[src/rtl/mem_port_arbiter.sv]
`timescale 1ns/1ps
// mem_port_arbiter: one RAMHelper data port shared by icache fetch and dcache load/store (dcache priority, icache anti-starvation).
// Latency: grant/RAM strobes combinational; responses registered exactly 1 cycle after accept; full throughput.
// Backpressure: cmd_ready = grant, at most one accept per cycle; responses never stall. MEM_ARB_PERF_EN enables perf counters.
module mem_port_arbiter #(
  parameter logic [63:0] MEM_BASE     = 64'h8000_0000,
  parameter int          IDX_W        = 28,
  parameter int          STARVE_LIMIT = 4
) (
  input  logic             clock,
  input  logic             reset_n,
  input  logic             icache_cmd_valid,
  output logic             icache_cmd_ready,
  input  logic [63:0]      icache_cmd_payload_addr,
  output logic             icache_rsp_valid,
  output logic [31:0]      icache_rsp_payload_data,
  input  logic             dcache_cmd_valid,
  output logic             dcache_cmd_ready,
  input  logic [63:0]      dcache_cmd_payload_addr,
  input  logic             dcache_cmd_payload_wen,
  input  logic [63:0]      dcache_cmd_payload_wdata,
  input  logic [7:0]       dcache_cmd_payload_wstrb,
  output logic             dcache_rsp_valid,
  output logic [63:0]      dcache_rsp_payload_data,
  output logic             mem_en,
  output logic [IDX_W-1:0] mem_idx,
  output logic             mem_wen,
  output logic [63:0]      mem_wdata,
  output logic [63:0]      mem_wmask,
  input  logic [63:0]      mem_rdata,
  output logic             addr_err,
  output logic [31:0]      perf_igrant_cnt,
  output logic [31:0]      perf_dgrant_cnt,
  output logic [31:0]      perf_conflict_cnt
);

  localparam logic [3:0] LP_LIMIT = 4'(STARVE_LIMIT);

  logic        w_req_i, w_req_d, w_grant_i, w_grant_d, w_grant_any;
  logic [63:0] w_addr, w_off, w_rdata, w_wmask;
  logic        w_in_range;
  logic        w_unused;

  logic [3:0]  r_starve_cnt;
  logic        r_irsp_vld, r_drsp_vld, r_addr_err;
  logic [31:0] r_irsp_dat;
  logic [63:0] r_drsp_dat;

  // Requests are masked while in reset so no grant can escape during reset.
  assign w_req_i     = reset_n & icache_cmd_valid;
  assign w_req_d     = reset_n & dcache_cmd_valid;
  assign w_grant_i   = w_req_i & (~w_req_d | (r_starve_cnt >= LP_LIMIT));
  assign w_grant_d   = w_req_d & ~w_grant_i;
  assign w_grant_any = w_grant_i | w_grant_d;

  assign icache_cmd_ready = w_grant_i;
  assign dcache_cmd_ready = w_grant_d;

  // Only the granted channel's address drives the RAM port.
  assign w_addr     = w_grant_i ? icache_cmd_payload_addr : dcache_cmd_payload_addr;
  assign w_off      = w_addr - MEM_BASE;
  assign w_in_range = (w_addr >= MEM_BASE) && (w_off[63:IDX_W+3] == '0);
  // Byte offset bits below the half-word select are never needed.
  assign w_unused   = ^w_off[1:0];

  assign mem_en    = w_grant_any & w_in_range;
  assign mem_wen   = w_grant_d & dcache_cmd_payload_wen & w_in_range;
  assign mem_idx   = w_off[IDX_W+2:3];
  assign mem_wdata = dcache_cmd_payload_wdata;
  assign mem_wmask = w_wmask;

  // Out-of-range reads return zero instead of whatever the RAM drives.
  assign w_rdata = w_in_range ? mem_rdata : 64'h0;

  // Expand byte strobes to a bit mask; icache never writes so its mask is zero.
  always_comb begin
    w_wmask = '0;
    for (int b = 0; b < 8; b++) begin
      w_wmask[8*b +: 8] = {8{w_grant_d & dcache_cmd_payload_wstrb[b]}};
    end
  end

  // Anti-starvation: count consecutive icache-losing cycles, saturating at 15.
  always_ff @(posedge clock or negedge reset_n) begin
    if (!reset_n) begin
      r_starve_cnt <= 4'd0;
    end else if (!icache_cmd_valid || w_grant_i) begin
      r_starve_cnt <= 4'd0;
    end else if (r_starve_cnt != 4'hF) begin
      r_starve_cnt <= r_starve_cnt + 4'd1;
    end
  end

  // Response valids and the address-error pulse, one cycle after accept.
  always_ff @(posedge clock or negedge reset_n) begin
    if (!reset_n) begin
      r_irsp_vld <= 1'b0;
      r_drsp_vld <= 1'b0;
      r_addr_err <= 1'b0;
    end else begin
      r_irsp_vld <= w_grant_i;
      r_drsp_vld <= w_grant_d & ~dcache_cmd_payload_wen;
      r_addr_err <= w_grant_any & ~w_in_range;
    end
  end

  // Response payloads capture on their channel's grant and hold otherwise.
  always_ff @(posedge clock or negedge reset_n) begin
    if (!reset_n) begin
      r_irsp_dat <= 32'h0;
      r_drsp_dat <= 64'h0;
    end else begin
      if (w_grant_i) r_irsp_dat <= w_off[2] ? w_rdata[63:32] : w_rdata[31:0];
      if (w_grant_d) r_drsp_dat <= w_rdata;
    end
  end

  assign icache_rsp_valid        = r_irsp_vld;
  assign icache_rsp_payload_data = r_irsp_dat;
  assign dcache_rsp_valid        = r_drsp_vld;
  assign dcache_rsp_payload_data = r_drsp_dat;
  assign addr_err                = r_addr_err;

`ifdef MEM_ARB_PERF_EN
  logic [31:0] r_igrant_cnt, r_dgrant_cnt, r_conflict_cnt;

  // Saturating grant and conflict counters.
  always_ff @(posedge clock or negedge reset_n) begin
    if (!reset_n) begin
      r_igrant_cnt   <= 32'h0;
      r_dgrant_cnt   <= 32'h0;
      r_conflict_cnt <= 32'h0;
    end else begin
      if (w_grant_i && r_igrant_cnt != 32'hFFFF_FFFF) r_igrant_cnt <= r_igrant_cnt + 32'd1;
      if (w_grant_d && r_dgrant_cnt != 32'hFFFF_FFFF) r_dgrant_cnt <= r_dgrant_cnt + 32'd1;
      if (w_req_i && w_req_d && r_conflict_cnt != 32'hFFFF_FFFF)
        r_conflict_cnt <= r_conflict_cnt + 32'd1;
    end
  end

  assign perf_igrant_cnt   = r_igrant_cnt;
  assign perf_dgrant_cnt   = r_dgrant_cnt;
  assign perf_conflict_cnt = r_conflict_cnt;
`else
  assign perf_igrant_cnt   = 32'h0;
  assign perf_dgrant_cnt   = 32'h0;
  assign perf_conflict_cnt = 32'h0;
`endif

endmodule

[config.mk]
export PLATFORM = sky130hd
export DESIGN_NAME = mem_port_arbiter
export DESIGN_NICKNAME = d
export VERILOG_FILES = /design/src/rtl/mem_port_arbiter.sv
export SDC_FILE = /design/constraint.sdc
export NUM_CORES = 1
export LEC_CHECK = 0
export CORE_AREA = 2 2 244 246
export CTS_BUF_LIST = sky130_fd_sc_hd__clkbuf_16
export DETAILED_ROUTE_END_ITERATION = 6
export DIE_AREA = 0 0 246 248
export PLACE_DENSITY = 0.36
export SYNTH_ARGS = -nofsm -noshare
export SYNTH_HDL_FRONTEND = slang
export SYNTH_SLANG_ARGS = --single-unit
[constraint.sdc]
create_clock -name clock -period 6.7 [get_ports clock]
set_input_delay 1.675 -clock clock [delete_from_list [all_inputs] [get_ports clock]]
set_output_delay 1.675 -clock clock [all_outputs]
set_load 0.02 [all_outputs]
After elaboration in Yosys (flattened, before gate mapping)
Index checks and enable logic that the tools add are counted.
{ "word_totals": {"elab_cells": 44, "ff_bits": 103, "in_bits": 269, "out_inout_bits": 355} }
{ "op_classes": {"reduce_logical": 5, "eq_ne": 1, "muxes": 5, "order_cmp": 2, "bitwise_logic": 23, "add_sub_neg": 2} }
{ "ops": {"columns": ["operator", "n"], "rows": [
  ["$mux 64", 2],
  ["$ge 64x32->1 const B", 1],
  ["$sub 64x32->64 const B", 1],
  ["$logic_not 33->1", 1],
  ["$mux 32", 1],
  ["$and 1x1->1", 17],
  ["$mux 4", 2],
  ["$add 4x1->4 const B", 1],
  ["$ge 4x3->1 const B", 1],
  ["$ne 4x4->1 const B", 1],
  ["$not 1->1", 4],
  ["$or 1x1->1", 2],
  ["$reduce_bool 2->1", 1],
  ["$logic_and 1x1->1", 1],
  ["$logic_not 1->1", 1],
  ["$logic_or 1x1->1", 1]
]} }

Logic depth before layout (Yosys ltp)
{ "logic_depth": {"word_depth": 10, "depth_mapped": 11, "depth_no_buf": 8} }

Worst setup path before layout
Ideal clock, no wire load.
{ "synth_path": {"kind": "in2out", "start": "input icache_cmd_payload_addr[36]", "end": "output mem_en", "required_time_ps": 5025, "n_path_buf": 1, "cell_stages": 8, "arrival_ps": 4517, "setup_slack_ps": 508, "path_cell_list": "or4_1 or3_4 or4b_4 o31a_1 o32ai_2 o2111ai_1 clkbuf_1 nor3_1"} }
{ "synth_between": {"elab_chain_len": 5, "elab_cells_between_ends": 6, "classes_between": "add/sub (1); order compare (1); mux (1); bitwise (1); reduce/logical (2)"} }
{ "synth_rtl": {"columns": ["item", "line_no", "source"], "rows": [
  ["from (decl)", "14", "input logic [63:0] icache_cmd_payload_addr,"],
  ["$mux 64 (*)", "60", "assign w_addr = w_grant_i ? icache_cmd_payload_addr : dcache_cmd_payload_addr;"],
  ["$sub 64x32->64", "61", "assign w_off = w_addr - MEM_BASE;"],
  ["$logic_not 33->1", "62", "assign w_in_range = (w_addr >= MEM_BASE) && (w_off[63:IDX_W+3] == '0);"],
  ["$logic_and 1x1->1 (*)", "62", null],
  ["$and 1x1->1 (*)", "66", "assign mem_en = w_grant_any & w_in_range;"],
  ["to (decl)", "25", "output logic mem_en,"]
]} }
Every way passes the cells marked *; elsewhere a longest branch is shown, timed or not.

Worst setup path in the final report
Same ends and word-level chain as after synthesis.

==> flow_metrics.py <==
metrics = {
    "grt": {
        "gr-total-overflow": 0,
        "antenna_found_initial": 4,
        "grt_max_degree": 66,
        "track_usage_pct": 10.8,
        "grt_first_pass_wirelength_um": 47100,
        "grt_pass1_vias": 6721,
    },
    "synthesis": {
        "syn_area_um2": 7430,
        "ys_seq_area_share_pct": 34.7,
        "synth_flop_cell": "dfrtp_1",
        "synthAdderAreaFrac_pct": 0.168,
        "ys_ff_latch": 103,
        "yosys.area_share.simple_pct": 18.8,
        "synth_top_family_by_area": "buffers and inverters",
        "synth_xor_area_share_pct": 0.825,
        "postSynthCellCount": 862,
        "synth_edf_count": 0,
        "synthArstFlopShare_pct": 100,
        "yosysWarningCount": 0,
        "syn_avg_cell_area_um2": 8.62,
        "synth_cell_type_count": 50,
        "synth_mux_area_share_pct": 4.44,
        "synth_compound_area_share_pct": 15.8,
    },
    "pwr": {
        "powerDensity_nw_per_um2": 142,
        "p_leak_uw": 0.00451,
        "peakVddDrop_mv": 0.122,
    },
    "critical_path": {
        "crit_type": "input port to primary output",
        "r2r_end": "icache_rsp_payload_data[17]$_DFFE_PN0N_",
        "endpoint": "mem_en",
        "startpoint": "icache_cmd_payload_addr[36]",
        "cp.arrival_ns": 4.89,
        "r2r_cells": 8,
        "crit_required_ns": 5.03,
        "crit_path_start_kind": "input port",
        "crit_fanout": 5,
        "crit_path_end_kind": "primary output",
        "worstReg2RegStart": "r_starve_cnt[2]$_DFFE_PN0P_",
        "reg2reg_slack_ns": 3.24,
    },
    "clocking": {
        "root_buffer": "clkbuf_16",
        "cts_buffers": 9,
        "clkLatencyLatePin_ns": 0.40,
        "cts_tree": "built",
        "cts_buffer_depth": 2,
        "clock-sinks": 103,
        "clk_pin_slew_ns": 0.07,
        "htree_levels": 3,
    },
    "sta": {
        "finalCriticalPeriod_ns": 6.57,
        "finalSetupViolCount": 0,
        "timing.setup.tns_ns": 0,
        "maxSlewHeadroom_pct": 39.1,
        "fin_crit_sh_pct": 98.0,
        "rsz0062_at_grt": "false",
        "worst_pin_slew_ns": 0.914,
        "hold_viol": 0,
        "fin_skew_ns": 0.0112,
        "fmax_ghz": 0.152,
        "timing.hold.ws_ns": 0.476,
        "maxSlewViolCount": 0,
    },
    "detailed_routing": {
        "drt_iter0_drc": 213,
        "drtAntennaViolNets": 0,
        "drt_wl_total_um": 33900,
        "post_drt_wl_per_cell_um": 17.9,
        "drtPass1Iterations": 4,
        "vias_per_cell": 3.55,
        "drcViolationCount": 0,
        "num_vias": 6728,
    },
    "die": {
        "start_util_pct": 12.7,
        "core_um2": 58500,
        "die_area_um2": 61000,
        "die_x_um": 246,
        "io_pins": 624,
        "core.rowCount": 89,
        "die_h_um": 248,
    },
    "hold_path": {
        "hold_depth": 2,
        "hold_class": "flop to flop",
        "hold_start": "dcache_rsp_payload_data[60]$_DFFE_PN0P_",
    },
    "cells_and_area": {
        "final_common_cell": "clkdlybuf4s50_1",
        "fillers": 6551,
        "drive_gt1_share_pct": 8.67,
        "final_cell_mix": "clkdlybuf4s50_1 (388), nand2_1 (217), dfrtp_1 (103)",
        "finish.utilization_pct": 19.5,
        "nets": 1384,
        "syn_to_final_growth_pct": 53.0,
    },
    "run": {
        "max_cap_violations": 0,
    },
    "place": {
        "hpwl_um": 25300,
        "gp_congestion": 0.744,
        "port_buffers": 394,
    },
    "run_status": {
        "outcome": "completed",
    },
}
[kinds of logic after synthesis]
logic type,Yosys count
other cells,1
fa+ha+maj,1
buf+inv,273
xor+xnor,7
flops,103
compound gates,118
mux,33
simple gates,326
[synthesized netlist by cell type, types with 2 or more instances]
cell / count / share of area [%]
buf_6: 4 / 0.61
nor3b_1: 2 / 0.20
or4_1: 7 / 0.71
and2_1: 9 / 0.76
nor4_1: 5 / 0.42
nor2_1: 47 / 2.4
xor2_1: 2 / 0.24
buf_2: 9 / 0.61
clkbuf_1: 37 / 1.9
buf_1: 4 / 0.20
xnor2_1: 5 / 0.59
dfrtp_1: 103 / 35
nor3_1: 14 / 0.94
nand2_1: 218 / 11
a21oi_1: 2 / 0.13
o31ai_1: 25 / 2.5
inv_1: 3 / 0.15
a31oi_1: 2 / 0.17
a32o_1: 32 / 4.3
or3_1: 7 / 0.59
o21ai_0: 2 / 0.13
nand3_1: 7 / 0.47
a2111oi_0: 3 / 0.35
o31ai_2: 40 / 6.7
mux2i_1: 33 / 4.4
buf_4: 216 / 22
[stage by stage]
stage | total power, uW | cells | worst slack (ns) | cell area [um2]
after floorplan | 929 | 957 | 0.508 | 7790
after global placement | 1060 | 1874 | 0.0724 | 11000
after detailed placement | 1060 | 1874 | 0.0273 | 11000
after CTS | 1660 | 1890 | 0.0126 | 11300
after global routing | 1700 | 1892 | 0.0307 | 11400
final | 1610 | 1894 | 0.134 | 11400
[sequential cells by signal, summed over array words and instances, names as in the netlist]
name	count
dcache_rsp_valid	1
addr_err	1
icache_rsp_valid	1
icache_rsp_payload_data	32
r_starve_cnt	4
dcache_rsp_payload_data	64
[cell type report]
cell class	instances	area, um2	area share [%]
Timing Repair Buffer	416	4130	36.3
Multi-Input combinational cell	581	3390	29.8
Sequential cell	103	2580	22.7
Tap cell	773	967	8.50
Clock buffer	9	225	1.98
Clock inverter	7	66.3	0.583
Inverter	3	11.3	0.0990
Antenna cell	2	5.00	0.0440
[layer usage]
metal / global-route usage (%) / vias to the layer above / wire [um]
met2: 18.3 / 337 / 16400
met1: 11.5 / 3212 / 13100
met5: 0.636 / - / 88
li1: - / 3124 / -
met3: 5.11 / 49 / 3520
met4: 3.81 / 6 / 817
[power by group]
group	internal [uW]	switching (uW)	leakage [uW]
clock network	261	309	0.000142
logic	188	229	0.00294
registers	623	2.06	0.00143
total	1070	540	0.00451
[repair_timing]
item	CTS	global route
buffers inserted	0	2
resized for setup	0	2
hold buffers	0	0
endpoints found under the hold margin	0	0
endpoints found under the setup margin	0	2
[critical path, stage by stage]
cell,delay [ns]
clkdlybuf4s50_1,0.41
or4_1,0.56
or3_4,0.38
or4b_4,0.58
o31a_1,0.29
o32ai_4,0.27
o2111ai_4,0.22
nor3_1,0.27
buf_4,0.20
[worst min-delay path by stage]
stage,endpoint
after floorplan,r_starve_cnt[1]$_DFFE_PN0P_
after global placement,dcache_rsp_payload_data[57]$_DFFE_PN0P_
after detailed placement,dcache_rsp_payload_data[60]$_DFFE_PN0P_
after CTS,dcache_rsp_payload_data[60]$_DFFE_PN0P_
after global routing,dcache_rsp_payload_data[59]$_DFFE_PN0P_
final,dcache_rsp_payload_data[60]$_DFFE_PN0P_
Note: power is estimated with default switching activity, not from simulation.
